<file path="src/rtl/cam_pkg.sv">
// Shared definitions for the camera capture path: geometry defaults,
// controller state encoding and the RGB565 -> RGB332 pixel packer.
package cam_pkg;

    localparam int DEF_H_PIX = 160;
    localparam int DEF_V_PIX = 120;
    localparam int DEF_AW    = 15;

    typedef enum logic [1:0] {
        ST_IDLE    = 2'd0,
        ST_WAIT_VS = 2'd1,
        ST_FRAME   = 2'd2
    } cap_state_t;

    // Keep the top 3 red, top 3 green and top 2 blue bits of the byte pair.
    function automatic logic [7:0] rgb565_to_rgb332(
        input logic [7:0] hi,
        input logic [7:0] lo
    );
        return {hi[7:5], hi[2:0], lo[4:3]};
    endfunction

endpackage

</file>
<file path="src/rtl/cam_in_sync.sv">
// Brings the raw camera port into the clk domain and turns the
// pclk/href/vsync levels into single-cycle edge strobes.
module cam_in_sync (
    input  logic       clk,
    input  logic       rst,
    input  logic       pclk,
    input  logic       vsync,
    input  logic       href,
    input  logic [7:0] px_data,
    output logic       pclk_rise,
    output logic       href_rise,
    output logic       href_fall,
    output logic       href_lvl,
    output logic       vsync_rise,
    output logic       vsync_fall,
    output logic [7:0] data
);

    // bit 0 = first sync stage, bit 1 = second stage, bit 2 = history
    logic [2:0] pclk_sr;
    logic [2:0] vsync_sr;
    logic [2:0] href_sr;
    logic [7:0] data_s1;
    logic [7:0] data_s2;

    // Two-flop synchronizers with one extra history flop for edge detect
    always_ff @(posedge clk) begin
        if (rst) begin
            pclk_sr  <= '0;
            vsync_sr <= '0;
            href_sr  <= '0;
            data_s1  <= '0;
            data_s2  <= '0;
        end else begin
            pclk_sr  <= {pclk_sr[1:0], pclk};
            vsync_sr <= {vsync_sr[1:0], vsync};
            href_sr  <= {href_sr[1:0], href};
            data_s1  <= px_data;
            data_s2  <= data_s1;
        end
    end

    assign pclk_rise  = pclk_sr[1] & ~pclk_sr[2];
    assign href_rise  = href_sr[1] & ~href_sr[2];
    assign href_fall  = ~href_sr[1] & href_sr[2];
    assign href_lvl   = href_sr[1];
    assign vsync_rise = vsync_sr[1] & ~vsync_sr[2];
    assign vsync_fall = ~vsync_sr[1] & vsync_sr[2];
    assign data       = data_s2;

endmodule

</file>
<file path="src/rtl/cam_capture_ctrl.sv">
// Camera capture sequencer: frames camera bytes into RGB332 pixels and
// writes them to a raster-addressed frame buffer, one frame at a time.
module cam_capture_ctrl
    import cam_pkg::*;
#(
    parameter int H_PIX = DEF_H_PIX,
    parameter int V_PIX = DEF_V_PIX,
    parameter int AW    = DEF_AW
) (
    input  logic          clk,
    input  logic          rst,
    input  logic          start,
    input  logic          stop,
    input  logic          continuous,
    input  logic          CAM_pclk,
    input  logic          CAM_vsync,
    input  logic          CAM_href,
    input  logic [7:0]    CAM_px_data,
    output logic [AW-1:0] mem_addr,
    output logic [7:0]    mem_data,
    output logic          mem_we,
    output logic          busy,
    output logic          frame_done,
    output logic          err_line,
    output logic          err_frame
);

    // counters saturate one past the nominal size to flag overruns
    localparam int PW = $clog2(H_PIX + 2);
    localparam int LW = $clog2(V_PIX + 2);

    localparam logic [PW-1:0] PIX_END   = PW'(H_PIX);
    localparam logic [PW-1:0] PIX_SAT   = PW'(H_PIX + 1);
    localparam logic [LW-1:0] LINE_END  = LW'(V_PIX);
    localparam logic [LW-1:0] LINE_SAT  = LW'(V_PIX + 1);
    localparam logic [AW-1:0] LINE_STEP = AW'(H_PIX);

    logic       pclk_rise;
    logic       href_rise;
    logic       href_fall;
    logic       href_lvl;
    logic       vsync_rise;
    logic       vsync_fall;
    logic [7:0] cam_byte;

    cam_in_sync u_sync (
        .clk        (clk),
        .rst        (rst),
        .pclk       (CAM_pclk),
        .vsync      (CAM_vsync),
        .href       (CAM_href),
        .px_data    (CAM_px_data),
        .pclk_rise  (pclk_rise),
        .href_rise  (href_rise),
        .href_fall  (href_fall),
        .href_lvl   (href_lvl),
        .vsync_rise (vsync_rise),
        .vsync_fall (vsync_fall),
        .data       (cam_byte)
    );

    cap_state_t    state, state_n;
    logic [LW-1:0] line, line_n;
    logic [AW-1:0] line_base, base_n;
    logic [PW-1:0] pix, pix_n;
    logic          phase, phase_n;
    logic [7:0]    hi, hi_n;
    logic          we_n;
    logic [AW-1:0] addr_n;
    logic [7:0]    data_n;
    logic          done_n;
    logic          errl_n;
    logic          errf_n;

    // State, counters and all outputs are registered here
    always_ff @(posedge clk) begin
        if (rst) begin
            state      <= ST_IDLE;
            line       <= '0;
            line_base  <= '0;
            pix        <= '0;
            phase      <= 1'b0;
            hi         <= '0;
            mem_we     <= 1'b0;
            mem_addr   <= '0;
            mem_data   <= '0;
            busy       <= 1'b0;
            frame_done <= 1'b0;
            err_line   <= 1'b0;
            err_frame  <= 1'b0;
        end else begin
            state      <= state_n;
            line       <= line_n;
            line_base  <= base_n;
            pix        <= pix_n;
            phase      <= phase_n;
            hi         <= hi_n;
            mem_we     <= we_n;
            mem_addr   <= addr_n;
            mem_data   <= data_n;
            busy       <= (state_n != ST_IDLE);
            frame_done <= done_n;
            err_line   <= errl_n;
            err_frame  <= errf_n;
        end
    end

    // Next state; same-cycle events apply as pixel, href fall, vsync rise
    always_comb begin
        state_n = state;
        line_n  = line;
        base_n  = line_base;
        pix_n   = pix;
        phase_n = phase;
        hi_n    = hi;
        we_n    = 1'b0;
        addr_n  = mem_addr;
        data_n  = mem_data;
        done_n  = 1'b0;
        errl_n  = err_line;
        errf_n  = err_frame;

        unique case (state)
            ST_IDLE: begin
                if (start && !stop) begin
                    state_n = ST_WAIT_VS;
                    errl_n  = 1'b0;
                    errf_n  = 1'b0;
                end
            end

            ST_WAIT_VS: begin
                if (stop) begin
                    state_n = ST_IDLE;
                end else if (vsync_fall) begin
                    state_n = ST_FRAME;
                    line_n  = '0;
                    base_n  = '0;
                    pix_n   = '0;
                    phase_n = 1'b0;
                end
            end

            ST_FRAME: begin
                if (stop) begin
                    state_n = ST_IDLE;
                end else begin
                    if (href_rise) begin
                        pix_n   = '0;
                        phase_n = 1'b0;
                    end
                    if (pclk_rise && href_lvl) begin
                        if (!phase_n) begin
                            hi_n    = cam_byte;
                            phase_n = 1'b1;
                        end else begin
                            phase_n = 1'b0;
                            if (pix_n < PIX_END && line < LINE_END) begin
                                we_n   = 1'b1;
                                addr_n = line_base + AW'(pix_n);
                                data_n = rgb565_to_rgb332(hi, cam_byte);
                            end
                            if (pix_n != PIX_SAT) begin
                                pix_n = pix_n + 1'b1;
                            end
                        end
                    end
                    if (href_fall) begin
                        if (pix_n != PIX_END || phase_n) begin
                            errl_n = 1'b1;
                        end
                        if (line < LINE_END) begin
                            base_n = line_base + LINE_STEP;
                        end
                        if (line != LINE_SAT) begin
                            line_n = line + 1'b1;
                        end
                    end
                    if (vsync_rise) begin
                        done_n = 1'b1;
                        if (line_n != LINE_END) begin
                            errf_n = 1'b1;
                        end
                        state_n = continuous ? ST_WAIT_VS : ST_IDLE;
                    end
                end
            end

            default: state_n = ST_IDLE;
        endcase
    end

endmodule
</file>
<file path="config.mk">
export PLATFORM = sky130hd
export DESIGN_NAME = cam_capture_ctrl
export DESIGN_NICKNAME = d
export VERILOG_FILES = /design/src/rtl/cam_pkg.sv /design/src/rtl/cam_in_sync.sv /design/src/rtl/cam_capture_ctrl.sv
export SDC_FILE = /design/constraint.sdc
export NUM_CORES = 1
export LEC_CHECK = 0
export ABC_AREA = 1
export BUFFER_PORTS_ARGS = -buffer_cell sky130_fd_sc_hd__buf_2
export CORE_MARGIN = 4
export CORE_UTILIZATION = 55
export DETAILED_ROUTE_END_ITERATION = 6
export PLACE_DENSITY = 0.76
export SYNTH_ARGS = -nofsm -noshare
export SYNTH_HDL_FRONTEND = slang
export SYNTH_SLANG_ARGS = --single-unit
</file>
<file path="constraint.sdc">
create_clock -name clk -period 4.2 [get_ports clk]
set_clock_uncertainty 0.05 [all_clocks]
set_input_delay 0.21 -clock clk [delete_from_list [all_inputs] [get_ports clk]]
set_output_delay 0.21 -clock clk [all_outputs]
set_load 0.005 [all_outputs]
</file>
==> results of run 1 <==
==> area by class of cell <==
type | count | share of cell area, %
multi-input combinational | 362 | 40.1
sequential | 87 | 38.1
inverter | 93 | 7.64
timing repair buffer | 55 | 7.22
clock buffer | 9 | 2.71
tap | 96 | 2.63
clock inverter | 7 | 1.59
==> tightest hold or removal path, stage by stage <==
cell,delay [ns]
buf_2,0.10
inv_1,0.05
nor2_1,0.04
==> layout by cell type (no fill, tap or decap), types with 2 or more instances in the layout <==
cell type	Yosys	final
a211oi_2	2	2
nor2_2	5	5
dfxtp_1	87	87
nor2_1	113	113
xor2_1	12	12
a31oi_1	2	2
nand2_2	7	7
xnor2_1	2	2
a21oi_1	27	27
a32o_1	4	4
buf_4	3	2
inv_6	0	2
clkbuf_8	0	9
nand4_1	8	8
buf_2	2	43
nand2_1	72	72
ha_1	9	9
o21ai_1	10	10
inv_8	0	2
o21ai_2	2	2
inv_1	86	86
nand3_1	38	38
inv_2	6	6
o21ai_0	32	32
nor3_1	2	2
dlygate4sd3_1	0	10
o32ai_1	4	4
==> registers in the layout, summed over array words and instances, names as in the netlist, 2 cells and up <==
register	cells
mem_data	8
pix	8
hi	6
u_sync.pclk_sr	3
line	7
u_sync.href_sr	3
line_base	10
u_sync.data	8
mem_addr	15
u_sync.data_s1	8
u_sync.vsync_sr	3
state	2
==> worst max-delay path by stage <==
stage                         endpoint         startpoint
final                      mem_addr[7]           state[1]
after global routing       mem_addr[6]           state[0]
after CTS                  mem_addr[7]           state[0]
after detailed placement   mem_addr[7]           state[0]
after global placement     mem_addr[7]           state[0]
after floorplan           mem_addr[10]  u_sync.href_sr[1]
==> metrics by stage <==
stage / utilization, % / setup WS (ns) / instance area (µm²) / hold WS (ns)
after floorplan: - / 2.30 / 4020 / 0.267
after global placement: 61.6 / 2.01 / 4280 / 0.341
after detailed placement: 61.6 / 1.93 / 4280 / 0.343
after CTS: 65.8 / 1.92 / 4570 / 0.00629
after global routing: 65.8 / 1.71 / 4570 / 0.0121
final: 65.8 / 1.95 / 4570 / 0.0191
==> Yosys cell counts (all sizes together) <==
| library cell | number |
|---|---|
| nor2 | 118 |
| o211ai | 1 |
| xor2 | 12 |
| clkbuf | 8 |
| o32ai | 4 |
| dfxtp | 87 |
| nand3 | 39 |
| nor3 | 3 |
| ha | 9 |
| nand2 | 79 |
| conb | 1 |
| nand4 | 10 |
| a21oi | 27 |
| xnor2 | 2 |
| nor4 | 1 |
| a211oi | 3 |
| o21ai | 44 |
| buf | 9 |
| or2 | 1 |
| nor3b | 1 |
| a21boi | 1 |
| a31oi | 2 |
| clkinv | 1 |
| inv | 92 |
| a32o | 4 |
==> power breakdown <==
group	total [mW]	leakage [nW]	switching, mW	internal, mW
Combinational	0.0579	1.27	0.0350	0.0229
Clock	0.578	0.0970	0.345	0.233
Sequential	0.842	0.706	0.00487	0.837
==> logic make-up (layout without fill, tap and decap cells) <==
logic type / after synthesis / count (layout) / share of synthesized area, %
compound gates: 86 / 86 / 12.5
xor+xnor: 14 / 14 / 3.05
fa+ha+maj: 9 / 9 / 2.80
buf+inv: 110 / 164 / 11.0
flops: 87 / 87 / 43.4
other cells: 1 / 1 / 0.0933
simple gates: 252 / 252 / 27.2
==> routing by layer <==
layer	track usage, %	vias to the layer above
met1	27.4	1650
met3	5.07	16
li1	-	1866
met2	35.2	93
met4	9.28	0
met5	0	-
==> results.md, run 1 <==
- Status: completed
- Gr usage total: 21.7%
- Port bufs: 43
- Initial Utilization: 57.9%
- Cell with the largest stage delay on the worst path: inv_2
- Max Clk Rate: 444 MHz
- Peak VDD IR: 185 µV
- Wirelength per Cell: 12.5 µm
- Die X: 93.5 µm
- Number of vias per cell: 5.11
- CTS H-Tree Depth: 3
- Die height: 93.5 µm
- Residual overflow from global routing: 0
- CP Data Arrival Time: 2.46 ns
- Residual DRC count: 0
- Buffers & Inverters on Critical Path: 2
- Max cap viols: 0
- Pwr/cell area: 323 mW/mm²
- Synth area leader: dfxtp_1
- Via count: 3625
- Endpoints failing hold: 0
- Worst r2r src: state[1]
- Post-route minimum period: 2.25 ns
- Final WL: 8.88 mm
- Hold Buf Count CTS: 10
- FP Rows: 30
- Worst-path clk slew: 0.10 ns
- Area occupied by multi-input gates: 0.00183 mm²
- Synthesized net count: 584
- Cell depth of the worst setup path: 7
- Setup CP Type: flop to flop
- Register area: 0.00174 mm²
- FF+latch count, synth: 87
- Clk Tree Root Cell: clkbuf_8
- Drt first pass iters: 5
- Gpl congestion: 0.952
- CP endpoint kind: flop
- Worst hold start: CAM_px_data[1]
- # fillers: 601
- Rel. slew slack: 48.4%
- Core footprint: 0.00694 mm²
- Worst Hold Class: input pin to flop
- Layout cells sized above 1: 14.5%
- Worst Tran Pin Value: 0.771 ns
- Number of DRC markers in iteration 0: 162
- Fin crit share: 53.6%
- Area of the die: 0.00874 mm²
- Top Family by Delay on Critical Path: simple AND/OR/NAND/NOR gates
- DR top layer: met4
- Post-Layout Cell Count: 709
- Vias in the first global route: 3382
- Buffer depth of the longest clock path: 2
- Power, Total: 1.48 mW
- Met2 routed WL: 4.12 mm
- YS warnings: 0
- Ports: 44
- RSZ-0062 raised after global routing: false
- Final #Nets: 633
- Data required time of the worst path: 4.41 ns
- Cell Count Post-Placement: 683
- Yosys top cell area share: 43.4%
- CTS tree: built
- Hold Path End: u_sync.data_s1[1]
- Detailed placement HPWL: 6.35 mm
- Antenna violations before repair: 0
- Mapped Area: 0.00402 mm²
- Post-Syn Area per Cell: 7.19 µm²
- Hold Path Depth: 3
- Final setup violation count: 0
- CTS Buf Count: 9
- Post-synthesis sequential area ratio: 43.4%
- R2R Setup Slk: 1.95 ns
- M1 wire length: 4.07 mm
- Critical path, cell by cell: nand2_1 -> nor2_2 -> nand4_4 -> inv_2 -> nand2_1 -> o211ai_1 -> inv_1
- Crit start category: flop
- CP peak stage delay: 0.51 ns
- CTS resizes: 0
- Antenna-violating nets left: 0
- First-pass GRT wire length: 15.2 mm
- Ant. Diodes: 0
- TNS Setup: 0 ns
- R2R depth: 7
- Post-CTS setup buffers: 0
- Synth-to-layout area growth: 13.8%
- Pin count of the biggest net entering global routing: 52
- Cells after synthesis: 559
- Sink Count: 87
- Netlist cell types: 38
- CP Max Fanout: 33
- Clk_lat worst skew: 0.37 ns
- Area contributors post-synth: dfxtp_1, nor2_1, inv_1
- Top cell by count, worst path: nand2_1
- Reg2reg end: mem_addr[7]
- Lkg Pwr: 2.07 nW
- Max Slew Vio Count: 0
- Met3 WL: 531 µm
(Power assumes the default switching activity.)
==> run 2: changes to the inputs <==
==> constraint.sdc (replaced) <==
create_clock -name clk -period 2.15 [get_ports clk]
set_clock_uncertainty 0.05 [all_clocks]
set_input_delay 0.1075 -clock clk [delete_from_list [all_inputs] [get_ports clk]]
set_output_delay 0.1075 -clock clk [all_outputs]
set_load 0.005 [all_outputs]
==> results.md, run 2 (synthesis results as in run 1) <==
- Endpoints failing hold: 0
- Register area: 0.00175 mm²
- Wirelength per Cell: 13.1 µm
- Data required time of the worst path: 2.37 ns
- Most frequent cells in the layout: nor2_1, inv_1, dfxtp_1
- FP Rows: 30
- CP Data Arrival Time: 2.21 ns
- Seq pwr share: 56.7%
- Cell Count Post-Placement: 693
- Buffer depth of the longest clock path: 2
- CP Max Fanout: 5
- Sw Share: 26.0%
- Util after Layout: 67.6%
- Setup WS post-layout: 0.158 ns
- # fillers: 607
- Pin count of the biggest net entering global routing: 29
- Area of the die: 0.00874 mm²
- Core footprint: 0.00694 mm²
- Setup CP Type: flop to flop
- First-pass GRT wire length: 15.8 mm
- Status: completed
- Max cap viols: 0
- Worst-path clk slew: 0.10 ns
- Port bufs: 43
- Crit start category: flop
- Lkg Pwr: 2.14 nW
- Final #Nets: 646
- Pwr/cell area: 618 mW/mm²
- Gpl congestion: 0.948
- Antenna-violating nets left: 0
- Drt first pass iters: 5
- Biggest regs: mem_addr x15, line_base x10
- Max Slew Vio Count: 0
- Number of vias per cell: 5.16
- Final setup violation count: 0
- Place WS: 0.123 ns
- Peak VDD IR: 567 µV
- Die height: 93.5 µm
- Gr usage total: 22.9%
- Clk Tree Root Cell: clkbuf_8
- Ant. Diodes: 0
- Commonest non-fill, non-tap cell in the layout: nor2_1
- CP peak stage delay: 0.38 ns
- Residual overflow from global routing: 0
- Cell with the largest stage delay on the worst path: dfxtp_4
- Detailed placement HPWL: 6.75 mm
- Max Clk Rate: 502 MHz
- Worst hold start: start
- Worst Hold Class: input pin to flop
- CP endpoint kind: flop
- Number of DRC markers in iteration 0: 212
- Ports: 44
- R2R Setup Slk: 0.16 ns
- Clock group share of total power: 39.0%
- Largest Register: mem_addr
- Final WL: 9.47 mm
- Residual DRC count: 0
- CTS Buf Count: 9
- Initial Utilization: 57.9%
- TNS Setup: 0 ns
- Worst hold slack: 0.124 ns
- Area occupied by multi-input gates: 0.00184 mm²
- Via count: 3723
- Logic gate share of total power: 4.3%
- Vias in the first global route: 3502
- Die X: 93.5 µm
- Synth-to-layout area growth: 16.8%
- Critical path, cell by cell: inv_1 -> nor2_2 -> nor2_2 -> inv_1 -> ha_1 -> nand2_1 -> nor2_1 -> nand2_1 -> nand2_1 -> nand2_1 -> nand2_1 -> nand3_1 -> nor2_1 -> nand3_1 -> nand2_1 -> a21oi_1
- CTS H-Tree Depth: 3
- R2R depth: 16
- Hold Path End: err_frame
- Antenna violations before repair: 0
- Reg2reg end: err_line
- Post-Layout Cell Count: 722
- Net Switching: 0.752 mW
- Post-route minimum period: 1.99 ns
- Top cell by count, worst path: nand2_1
- Power Internal: 2.15 mW
- Hold Path Depth: 4
- Sink Count: 87
- Worst r2r src: u_sync.href_sr[1]
- Layout cells sized above 1: 16.5%
- CTS tree: built
- Fin crit share: 92.6%
- Clk_lat worst skew: 0.37 ns
- Max FFs per register: 15
## run 2: cell count changes in the layout (fill, tap and decap cells not counted), sizes merged
| cell | delta |
|---|---|
| dlygate4sd3 | +3 |
| buf | +10 |
## run 2: layer usage
| layer | track usage (%) | vias to the layer above | part of all wire [%] |
|---|---|---|---|
| li1 | - | 1888 | - |
| met1 | 27.9 | 1685 | 43 |
| met2 | 39.3 | 121 | 49 |
| met3 | 3.94 | 29 | 5.7 |
| met4 | 10.4 | 0 | 2.7 |
| met5 | 0 | - | 0 |
## run 2: worst max-delay path by stage
| stage | from | end | cells after the start |
|---|---|---|---|
| finish | u_sync.href_sr[1] | err_line | 16 |
| global route | u_sync.href_sr[1] | err_line | 16 |
| floorplan | u_sync.href_sr[1] | mem_addr[10] | 13 |
| detailed placement | u_sync.href_sr[1] | err_line | 16 |
| global placement | u_sync.href_sr[1] | err_line | 16 |
| CTS | u_sync.href_sr[1] | err_line | 16 |
## run 2: area by class of cell
| cell class | count | share of cell area [%] |
|---|---|---|
| multi-input cells | 362 | 39.2 |
| clock inverters | 7 | 1.60 |
| repair buffers | 68 | 9.36 |
| well taps | 96 | 2.56 |
| clock buffers | 9 | 2.64 |
| flip-flops and latches | 87 | 37.2 |
| inverters | 93 | 7.44 |
## run 2: repair_timing
item	4_1_cts	5_1_grt
setup endpoints to repair	0	3
endpoints found under the hold margin	12	0
buffers inserted	0	0
resized for setup	0	6
hold buffers	13	0
## run 2: critical path, delay by kind of cell (launching register included)
family	cells	cell delay, ns
buffers and inverters	2	0.14
DFF	1	0.38
and+or+nand+nor	12	1.09
AOI/OAI and AO/OA	1	0.05
adders and majority gates	1	0.18
## run 2: per-stage QoR
step	area, µm²	power (mW)
after floorplan	4020	1.75
after global placement	4350	1.78
after detailed placement	4350	1.79
after CTS	4680	2.92
after global routing	4690	3.01
final	4690	2.90
## run 2: power by group through the flow
stage	clock, mW	combinational (mW)	sequential [mW]
after floorplan	0	0.0662	1.68
after global placement	0	0.103	1.68
after detailed placement	0	0.103	1.68
after CTS	1.15	0.122	1.65
after global routing	1.22	0.140	1.65
final	1.13	0.124	1.64
==> run 3: changes to the inputs <==
--- a/config.mk
+++ b/config.mk
@@ -8,7 +8,7 @@
 export ABC_AREA = 1
 export BUFFER_PORTS_ARGS = -buffer_cell sky130_fd_sc_hd__buf_2
 export CORE_MARGIN = 4
-export CORE_UTILIZATION = 55
+export CORE_UTILIZATION = 53
 export DETAILED_ROUTE_END_ITERATION = 6
 export PLACE_DENSITY = 0.76
 export SYNTH_ARGS = -nofsm -noshare
==> constraint.sdc (replaced) <==
create_clock -name clk -period 1.7 [get_ports clk]
set_clock_uncertainty 0.05 [all_clocks]
set_input_delay 0.085 -clock clk [delete_from_list [all_inputs] [get_ports clk]]
set_output_delay 0.085 -clock clk [all_outputs]
set_load 0.005 [all_outputs]
==> results.md, run 3 (synthesis results as in run 1) <==
- CP Data Arrival Time: 2.01 ns
- Ant. Diodes: 0
- Max cap viols: 0
- Status: complete, but fails checks
- Number of DRC markers in iteration 0: 247
- R2R depth: 16
- Worst-path clk slew: 0.10 ns
- Ports: 44
- Crit start category: flop
- Fin crit share: 106%
- Antenna-violating nets left: 0
- Vias in the first global route: 3913
- First-pass GRT wire length: 17.6 mm
- Layout cells sized above 1: 32.7%
- Worst Hold Class: input pin to flop
- Reg2reg end: err_line
- Buffer depth of the longest clock path: 2
- CP endpoint kind: flop
- Via count: 4010
- Worst hold slack: 0.0891 ns
- Wirelength per Cell: 13.8 µm
- Core footprint: 0.00729 mm²
- CTS Buf Count: 9
- CTS H-Tree Depth: 3
- Biggest regs: mem_addr x15, line_base x10
- Setup WS post-layout: -0.0940 ns
- Residual DRC count: 0
- Endpoints failing hold: 0
- Max Clk Rate: 557 MHz
- CP Max Fanout: 3
- Data required time of the worst path: 1.91 ns
- Max Slew Vio Count: 0
- Clk_lat worst skew: 0.36 ns
- Pin count of the biggest net entering global routing: 35
- R2R Setup Slk: -0.09 ns
- Crit path from: u_sync.href_sr[1]
- Gpl congestion: 0.946
- Most frequent cells in the layout: nor2_1, dfxtp_1, inv_1
- Largest Register: mem_addr
- Die X: 95.1 µm
- Peak VDD IR: 566 µV
- Final WL: 10.8 mm
- RSZ-0062 raised after global routing: true
- Residual overflow from global routing: 0
- Drt first pass iters: 5
- Sink Count: 87
- Antenna violations before repair: 0
- Final #Nets: 703
- CTS tree: built
- Lkg Pwr: 2.49 nW
- FP Rows: 31
- Detailed placement HPWL: 7.51 mm
- Number of vias per cell: 5.13
- Util after Layout: 75.2%
- Hold Path Depth: 5
- CP Capture Point: err_line
- Clk Tree Root Cell: clkbuf_8
- Gr usage total: 24.8%
- Die height: 95.1 µm
- Pwr/cell area: 674 mW/mm²
- Initial Utilization: 55.1%
- Area of the die: 0.00904 mm²
- Max FFs per register: 15
- Synth-to-layout area growth: 36.5%
- Commonest non-fill, non-tap cell in the layout: nor2_1
- Final setup violation count: 17
- Worst r2r src: u_sync.href_sr[1]
- Post-route minimum period: 1.79 ns
- Port bufs: 43
- Failing checks: setup timing
- Setup CP Type: flop to flop
## run 3: changes by cell type in the layout (fill, tap and decap cells not counted), sizes merged
cell / previous run / this run
buf: 55 / 113
dlygate4sd3: 13 / 12
inv: 96 / 94
clkinv: 3 / 5
## run 3: report_power, final
| group | total (mW) | internal, mW | switching [mW] |
|---|---|---|---|
| clock network | 1.43 | 0.579 | 0.851 |
| logic | 0.186 | 0.0805 | 0.106 |
| registers | 2.08 | 2.07 | 0.0128 |
| total | 3.70 | 2.73 | 0.969 |
## run 3: how the worst min path moves through the flow
stage,slack [ns],from,endpoint
4_1_cts,0.03,stop,line_base[6]
3_3_place_gp,0.23,CAM_px_data[0],u_sync.data_s1[0]
3_5_place_dp,0.24,CAM_pclk,u_sync.pclk_sr[0]
2_1_floorplan,0.14,CAM_px_data[0],u_sync.data_s1[0]
5_1_grt,0.13,continuous,state[0]
6_report,0.09,continuous,state[0]
## run 3: timing repair
item | in CTS | in global routing
setup buffers | 5 | 4
pin swaps | 12 | 22
endpoints found under the hold margin | 13 | 0
setup endpoints to repair | 33 | 53
cloned | 1 | 0
hold buffers | 12 | 0
resized for setup | 36 | 63
## run 3: through the flow
stage               setup WS, ns  std cells  area (µm²)  total power, mW  TNS [ns]
global placement          -0.121        744        4770             2.27    -0.229
detailed placement        -0.192        744        4770             2.27    -0.917
global route              -0.277        782        5480             3.83     -3.22
floorplan                -0.0354        559        4050             2.21   -0.0968
CTS                      -0.0890        778        5250             3.70    -0.436
finish                   -0.0940        782        5480             3.70    -0.832
## run 3: cell type report
cell class                      instances  area, µm²
Clock buffer                            9        124
Clock inverter                          7       77.6
Fill cell                             584       1810
Inverter                               93        362
Multi-Input combinational cell        362       2120
Sequential cell                        87       1750
Tap cell                               99        124
Timing Repair Buffer                  125        928
## run 3: layer usage
metal  vias to the layer above  share of wire (%)  routed length [µm]  GRT usage (%)
li1                       2014                  -                   -              -
met1                      1853                 42                4580           31.3
met2                       118                 50                5450           42.0
met3                        25                5.3                 573           3.87
met4                         0                2.0                 220           10.3
met5                         -                  0                   0              0
## run 3: worst max-delay path, cell delays in order, from the launching register on
cell and delay [ns]:
dfxtp_2 0.35, inv_2 0.06, nor2_4 0.16, nor2_4 0.07, inv_2 0.08, ha_4 0.15, nand2_4 0.05, nor2_4 0.10
nand2_2 0.07, nand2_2 0.08, nand2_2 0.05, nand2_1 0.05, nand3_1 0.06, nor2_1 0.11, nand3_1 0.08, nand2_1 0.06
a21oi_1 0.06
